--- config.mk ---
export PLATFORM = sky130hd
export DESIGN_NAME = iter_sweep_flat
export DESIGN_NICKNAME = d
export VERILOG_FILES = /design/src/rtl/iter_sweep_if.sv /design/src/rtl/iter_sweep.sv /design/src/flat_wrapper.sv
export SDC_FILE = /design/constraint.sdc
export NUM_CORES = 1
export LEC_CHECK = 0
export BUFFER_PORTS_ARGS = -buffer_cell sky130_fd_sc_hd__buf_2
export CORE_AREA = 2 2 39 41
export DETAILED_ROUTE_END_ITERATION = 16
export DIE_AREA = 0 0 41 43
export PLACE_DENSITY = 0.57
export SYNTH_ARGS = -nofsm -noshare
export SYNTH_HDL_FRONTEND = slang
export SYNTH_SLANG_ARGS = --single-unit
--- constraint.sdc ---
create_clock -name clk -period 2.8 [get_ports clk]
set_input_delay 0.42 -clock clk [delete_from_list [all_inputs] [get_ports clk]]
set_output_delay 0.42 -clock clk [all_outputs]
set_load 0.02 [all_outputs]
--- src/rtl/iter_sweep_if.sv ---
// iter_sweep_if: valid/ready beat bus carrying one sweep index per beat.
// Ports: out_valid/out_val/out_last driven by the sweeper (master), out_ready by the consumer (slave).
// WIDTH must match the WIDTH of the iter_sweep instance it connects to.
interface iter_sweep_if #(
  parameter int WIDTH = 4
);
  logic             out_valid;
  logic             out_ready;
  logic [WIDTH-1:0] out_val;
  logic             out_last;

  modport master (
    output out_valid,
    output out_val,
    output out_last,
    input  out_ready
  );

  modport slave (
    input  out_valid,
    input  out_val,
    input  out_last,
    output out_ready
  );
endinterface

--- src/rtl/iter_sweep.sv ---
// iter_sweep: emits every index 0..MAX_VALUE once, in order, as valid/ready beats.
// Latency: first beat valid the cycle after start; done pulses the cycle after the final beat is accepted.
// Backpressure: beats hold stable while out_ready is low; start is ignored while a sweep runs (no queueing).
// Ports: clk, reset_n (async active-low), start, reverse (only with ITER_SWEEP_REVERSE_EN),
//        busy, done, out (iter_sweep_if.master: out_valid, out_ready, out_val, out_last).
// Optional feature: define ITER_SWEEP_REVERSE_EN to add the reverse input (descending sweeps MAX_VALUE..0).
module iter_sweep #(
  parameter int MAX_VALUE = 15,
  parameter int WIDTH     = $clog2(MAX_VALUE + 1)
) (
  input  logic         clk,
  input  logic         reset_n,
  input  logic         start,
`ifdef ITER_SWEEP_REVERSE_EN
  input  logic         reverse,
`endif
  output logic         busy,
  output logic         done,
  iter_sweep_if.master out
);

  localparam logic [WIDTH-1:0] TOP_IDX  = WIDTH'(MAX_VALUE);
  localparam logic [WIDTH-1:0] ZERO_IDX = '0;
  localparam logic [WIDTH-1:0] ONE_IDX  = WIDTH'(1);

  typedef enum logic {
    IDLE = 1'b0,
    RUN  = 1'b1
  } state_t;

  state_t           state;
  logic             down;        // direction of the sweep in progress, latched at start
  logic             start_down;  // direction requested together with start
  logic [WIDTH-1:0] first_idx;
  logic [WIDTH-1:0] end_idx;
  logic [WIDTH-1:0] next_idx;
  logic             accept;

`ifdef ITER_SWEEP_REVERSE_EN
  assign start_down = reverse;
`else
  assign start_down = 1'b0;
`endif

  assign first_idx = start_down ? TOP_IDX : ZERO_IDX;
  assign end_idx   = down ? ZERO_IDX : TOP_IDX;
  assign next_idx  = down ? (out.out_val - ONE_IDX) : (out.out_val + ONE_IDX);
  assign accept    = out.out_valid && out.out_ready;

  always_ff @(posedge clk or negedge reset_n) begin
    if (!reset_n) begin
      state         <= IDLE;
      busy          <= 1'b0;
      done          <= 1'b0;
      down          <= 1'b0;
      out.out_valid <= 1'b0;
      out.out_last  <= 1'b0;
      out.out_val   <= ZERO_IDX;
    end else begin
      done <= 1'b0;
      case (state)
        IDLE: begin
          if (start) begin
            state         <= RUN;
            busy          <= 1'b1;
            down          <= start_down;
            out.out_valid <= 1'b1;
            out.out_val   <= first_idx;
            // MAX_VALUE >= 1, so the first index is never the end index.
            out.out_last  <= 1'b0;
          end
        end
        RUN: begin
          if (accept) begin
            if (out.out_last) begin
              // Final beat taken: back to IDLE, start is only looked at from the next edge on.
              state         <= IDLE;
              busy          <= 1'b0;
              done          <= 1'b1;
              out.out_valid <= 1'b0;
              out.out_last  <= 1'b0;
              out.out_val   <= ZERO_IDX;
            end else begin
              out.out_val  <= next_idx;
              out.out_last <= (next_idx == end_idx);
            end
          end
        end
        default: state <= IDLE;
      endcase
    end
  end

endmodule
--- src/flat_wrapper.sv ---
// flat-port wrapper written by rule: the top's interface ports become plain ports
module iter_sweep_flat 
#(
  parameter int MAX_VALUE = 15,
  parameter int WIDTH     = $clog2(MAX_VALUE + 1)
)
  (clk, reset_n, start, busy, done, out_out_valid, out_out_val, out_out_last, out_out_ready);
  iter_sweep_if #(.WIDTH(WIDTH)) out_i ();
  input  logic clk;
  input  logic reset_n;
  input  logic start;
  output logic busy;
  output logic done;
  output wire logic [$bits(out_i.out_valid)-1:0] out_out_valid;
  output wire logic [$bits(out_i.out_val)-1:0] out_out_val;
  output wire logic [$bits(out_i.out_last)-1:0] out_out_last;
  input wire logic [$bits(out_i.out_ready)-1:0] out_out_ready;
  assign out_out_valid = out_i.out_valid;
  assign out_out_val = out_i.out_val;
  assign out_out_last = out_i.out_last;
  assign out_i.out_ready = out_out_ready;
  iter_sweep #(.MAX_VALUE(MAX_VALUE), .WIDTH(WIDTH)) u_core (.clk(clk), .reset_n(reset_n), .start(start), .busy(busy), .done(done), .out(out_i));
endmodule
==> results of run 1 <==
-- logic make-up after synthesis --
family,synth area share (%)
flops,46.9
buf+inv,5.57
xor+xnor,4.11
simple gates,23.8
compound gates,11.1
mux,2.64
fa+ha+maj,5.86
-- cell type report --
cell class                 count  area [um2]  area share, %
clock buffer                   3        22.5           4.32
inverter                       3        11.3           2.16
multi-input combinational     33         203           38.8
tap                           16        20.0           3.84
sequential                     8         200           38.4
timing repair buffer          12        65.1           12.5
-- cells in the final DEF (no fill, tap or decap) --
cell,n
nand2b_1,2
mux2_2,1
dfrtp_1,8
o21ai_0,2
xnor2_1,1
xor2_1,1
a21oi_1,2
nand2_1,5
a31oi_1,1
o211ai_1,1
and4b_1,1
o21ai_1,1
ha_1,2
buf_2,11
a22o_1,1
nor2b_1,1
nor2_1,5
nand3_1,5
clkbuf_4,3
inv_1,3
dlygate4sd3_1,1
or4b_1,1
-- worst paths after layout --
| path | cells after the start | slack [ns] | end | from |
|---|---|---|---|---|
| worst max-delay path | 4 | 1.31 | u_core.out.out_last | u_core.out.out_val[0] |
| worst min-delay path | 3 | 0.46 | u_core.out.out_valid | start |
| worst max register to register | 4 | 1.31 | u_core.out.out_last | u_core.out.out_val[0] |
| worst min register to register | 1 | 0.58 | u_core.out.out_val[0] | u_core.out.out_val[0] |
| max in group asynchronous | 2 | 2.09 | u_core.out.out_val[2] | reset_n |
| min in group asynchronous | 2 | 0.54 | u_core.out.out_val[3] | reset_n |
-- flip-flops by register name, indices dropped and copies added, names as in the netlist --
name	count
u_core.done	1
u_core.out.out_last	1
u_core.out.out_val	4
u_core.state	1
u_core.out.out_valid	1
-- stage by stage --
| step | hold slack (ns) | worst slack, ns |
|---|---|---|
| final | 0.458 | 1.31 |
| after global routing | 0.496 | 1.23 |
| after CTS | 0.448 | 1.30 |
| after detailed placement | 0.276 | 1.31 |
| after global placement | 0.275 | 1.35 |
| after floorplan | 0.124 | 1.27 |
-- power groups by stage --
stage               clock network [W]  registers (W)   logic, W
finish                      0.0000872       0.000146  0.0000843
global route                0.0000997       0.000148  0.0000986
CTS                         0.0000930       0.000145  0.0000863
detailed placement                  0       0.000148  0.0000844
global placement                    0       0.000146  0.0000841
floorplan                           0       0.000161  0.0000436
-- worst max-delay path, cell delays in order (launching register included) --
cell and delay, ns:
dfrtp_1 0.42, ha_1 0.25, xnor2_1 0.12, or4b_1 0.49, o21ai_1 0.13
-- metal layers --
| layer | wire length (um) | share of wire (%) | global-route usage [%] | vias up |
|---|---|---|---|---|
| met5 | 0 | 0 | 0 | - |
| met4 | 11 | 1.3 | 6.00 | 0 |
| li1 | - | - | - | 185 |
| met1 | 422 | 50 | 16.8 | 147 |
| met3 | 63 | 7.4 | 9.42 | 2 |
| met2 | 352 | 41 | 16.3 | 11 |
==> impl_results.md, run 1 <==
* N_diodes at 0
* Post-CTS Hold Fix Bufs at 1
* Sequential share of power at 45.9%
* Pin count of the biggest net entering global routing at 9
* RSZ-0062 raised after global routing: false
* Antenna violations before repair at 0
* Finished Layout Cells at 75
* Post-DRT Antenna Nets at 0
* Num CTS Buffers at 3
* # DRC at 0
* Total of max-cap violations at 0
* Initial DRC count at 2
* Post-route setup TNS at 0 ns
* Fmax at 672 MHz
* Fin crit period at ~1.5 ns
* Synth Net Count at 52
* Post-synth EDFFs at 0
* Worst-Margin Slew at 0.251 ns
* Net Sw Frac at roughly a third
* Seq/Total Area, Yosys at a little under half
* Worst-path clk slew at roughly 0.050 ns
* Inst Count DP at slightly above 70
* Vias per cell at between 4 and 5
* Core region area at ~1400 um2
* Total Power at 0.000317 W
* Via count at 345
* Comb power frac at 26.6%
* Power Density at just over 600 nW/um2
* Finished Core Util at 37.7%
* Synth top area share at about 47%
* DR pass1 iterations at 4
* Ratio of cells with drive above 1 in the final layout at 25.4%
* Yosys Warn Count at 0
* Routed WL at 850 um
* Placed Area at 489 um2
* Synth-to-layout area growth at 22.3%
* Root Driver: clkbuf_4
* Clock Sinks at 8
* Mapped cell area at roughly 430 um2
* Synth cell types at 21
* Post-cts resize count at 0
* Ports at 12
* List of most frequent post-synthesis cells: dfrtp_1 (8), nand2_1 (5), nand3_1 (5), nor2_1 (5), inv_1 (3)
* Post-route design area at 522 um2
* VDD IR max at around 300 uV
* Num rows at 14
* H-tree depth at 1
* Fin nets at 67
* Post-synth ARST share at 100%
* I/O Buffers at 11
* First-pass GRT wire length at 1450 um
* DR WL/cell at 11.3 um
* Congestion Overflow GR at 0
* Run status: finished clean
* Synthesized instance count at 46
* Initial Util at 30.8%
* Syn_area_per_cell at 9.28 um2
* Worst hold path class: in -> reg
* Die area at 1760 um2
* Final period util at around 53%
* Int Pwr at 0.000215 W
* Vias in the first global route at 325
* Post-CTS setup buffer count at 0
* Clock skew at about 0.0031 ns
* Max_slew headroom at 83.3%
* GRT Total Usage at around an eighth
* Most common cell in the netlist: dfrtp_1
* Final Hold Fails at 0
* Max clock buf depth at 2
* Synth area leader: dfrtp_1
* Later-pin clock latency in the skew report at between 0.2 and 0.3 ns
* DIE WIDTH at 41 um
* Ys flop type: dfrtp_1
* CP Capture Type: flip-flop
* Critical path type: reg -> reg
* Crit path DAT at 1.67 ns
* Max FO, Critical Path at 6
* Synth top area cells: dfrtp_1 (47%), ha_1 (5.9%), nand3_1 (5.9%)
* Worst setup SP type: flip-flop
* Die height at 43 um
* Clk pwr share at 27.5%
* Final setup fails at 0
* Sw power at ~0.0001 W
* LEAKAGE at 0.252 nW
* Slew Limit Fails at 0
* Hpwl dp at roughly 650 um
* TritonCTS clock tree: built
* # fillers at between 100 and 150
* Worst path required time at 2.98 ns
* Flop and latch count out of synthesis at 8
* Routability cong. at 0.747
Note: power is estimated with default switching activity, not from simulation.
==> inputs of run 2 (changes only) <==
==> constraint.sdc (replaced) <==
create_clock -name clk -period 1.37 [get_ports clk]
set_input_delay 0.2055 -clock clk [delete_from_list [all_inputs] [get_ports clk]]
set_output_delay 0.2055 -clock clk [all_outputs]
set_load 0.02 [all_outputs]
==> run 2 against run 1 <==
Net effect:
- critical path depth did not move
- fmax increased by 9.7%
- die area is the same
- combinational power increased to 3.1 times the previous value
- largest cell class unchanged
- total power increased by 130%
- via count increased by 11%
- register-to-register slack got worse by 1.3 ns
==> impl_results.md, run 2 (synthesis results as in run 1) <==
* CP max-delay cell: or4b_1
* Post-route design area at 604 um2
* Final setup fails at 0
* Pin count of the biggest net entering global routing at 9
* Placed Area at 564 um2
* Inst Count DP at 79
* First-pass GRT wire length at 1750 um
* Worst path required time at 1.55 ns
* R2R Path End: u_core.out.out_last
* Routability cong. at 0.802
* Antenna violations before repair at 0
* CP Capture Type: flip-flop
* Later-pin clock latency in the skew report at between 0.2 and 0.3 ns
* Vias per cell at 4.56
* N_diodes at 0
* CP cell instances: ha_4 -> xnor2_1 -> or4b_1 -> o21ai_1
* Ports at 12
* DR pass1 iterations at 2
* Root Driver: clkbuf_4
* Run status: finished clean
* Final Hold Fails at 0
* DIE WIDTH at 41 um
* Levels on crit path at 4
* Max FO, Critical Path at 3
* Critical path type: reg -> reg
* Hold path depth at 3
* Flop2flop setup slack at 0.01 ns
* Fmax at around 740 MHz
* Largest register FFs at 4
* Initial DRC count at 1
* Die area at 1760 um2
* Initial Util at 30.8%
* Commonest cells after routing, fill and taps aside: buf_2 (11), buf_4 (9), dfrtp_1 (6)
* Max clock buf depth at 2
* Die height at 43 um
* Vias in the first global route at 391
* Via count at 383
* Num CTS Buffers at 3
* H-tree depth at 1
* R2r worst-path depth at 4
* # DRC at 0
* Worst setup SP type: flip-flop
* Power Density at 1230 nW/um2
* RSZ-0062 raised after global routing: true
* Post-DRT Antenna Nets at 0
* CP max stage delay at ~0.46 ns
* Fin nets at 76
* LEAKAGE at 0.291 nW
* Largest Register: u_core.out.out_val
* Worst-path clk slew at 0.06 ns
* Multi-input logic area at 215 um2
* Reg area at a little over 200 um2
* Max_slew headroom at 85.9%
* Cell family with most CP delay: simple AND/OR/NAND/NOR gates
* RR Startpoint: u_core.out.out_val[1]
* Routed WL at about 1100 um
* Worst setup path endpoint: u_core.out.out_last
* Crit path DAT at 1.54 ns
* Total of max-cap violations at 0
* Synth-to-layout area growth at 41.6%
* Worst hold path class: in -> reg
* # fillers at 143
* Slew Limit Fails at 0
* Fin crit period at 1.36 ns
* Worst-Margin Slew at between 0.2 and 0.25 ns
* Core region area at 1380 um2
* Hpwl dp at 840 um
* I/O Buffers at 11
* TritonCTS clock tree: built
* Congestion Overflow GR at 0
* Clock skew at around 0.0020 ns
* Num rows at 14
* VDD IR max at 789 uV
* Finished Layout Cells at 84
* Post-cts resize count at 0
* Final period util at 99.0%
* Ratio of cells with drive above 1 in the final layout at between 30% and 40%
* DR WL/cell at 12.7 um
* Commonest non-fill, non-tap cell in the layout: buf_2
* Clock Sinks at 8
* Worst path bufs/invs at 0
* GRT Total Usage at between 10% and 20%
* Worst Setup SP: u_core.out.out_val[1]
-- run 2: worst min-delay path by stage --
stage	from	end	slack (ns)
final	start	u_core.out.out_valid	0.24
after floorplan	reset_n	u_core.done	-0.09
after global placement	reset_n	u_core.out.out_val[3]	0.06
after CTS	start	u_core.out.out_valid	0.23
after detailed placement	reset_n	u_core.done	0.06
after global routing	start	u_core.out.out_valid	0.24
-- run 2: power breakdown --
part	total (W)	internal [W]	switching (W)
Sequential	0.000300	0.000266	0.0000335
Combinational	0.000260	0.000133	0.000127
Clock	0.000185	0.000101	0.0000843
-- run 2: layer usage --
metal / routed length [um] / up-vias / GRT usage, % / part of all wire [%]
li1: - / 200 / - / -
met1: 511 / 176 / 20.5 / 48
met2: 535 / 7 / 22.2 / 50
met3: 19 / 0 / 3.14 / 1.8
met4: 0 / 0 / 10.0 / 0
met5: 0 / - / 0 / 0
-- run 2: worst register-to-register path, stage by stage (launching register included) --
cell	delay [ns]
dfrtp_2	0.43
ha_4	0.17
xnor2_1	0.11
or4b_1	0.46
o21ai_1	0.12
-- run 2: through the flow --
step / setup TNS, ns / util, % / hold WS [ns] / setup WS, ns / total power (W)
final: 0 / 43.7 / 0.235 / 0.0135 / 0.000744
after global placement: 0 / 40.8 / 0.0576 / 0.0215 / 0.000539
after floorplan: -0.0440 / - / -0.0901 / -0.0440 / 0.000437
after detailed placement: -0.00645 / 40.8 / 0.0629 / -0.00645 / 0.000546
after CTS: -0.00490 / 43.7 / 0.226 / -0.00490 / 0.000756
after global routing: -0.0676 / 43.7 / 0.242 / -0.0574 / 0.000797
-- run 2: final cells by class --
cell class | count | share of cell area, %
multi-input combinational | 33 | 35.6
timing repair buffer | 21 | 21.9
clock buffer | 3 | 3.73
tap | 16 | 3.31
inverter | 3 | 1.86
sequential | 8 | 33.5
-- run 2: timing repair --
action,4_1_cts,5_1_grt
pin swaps,1,0
setup buffers,1,0
hold buffers,1,0
endpoints found under the setup margin,1,2
hold endpoints to repair,8,0
gates cloned,0,0
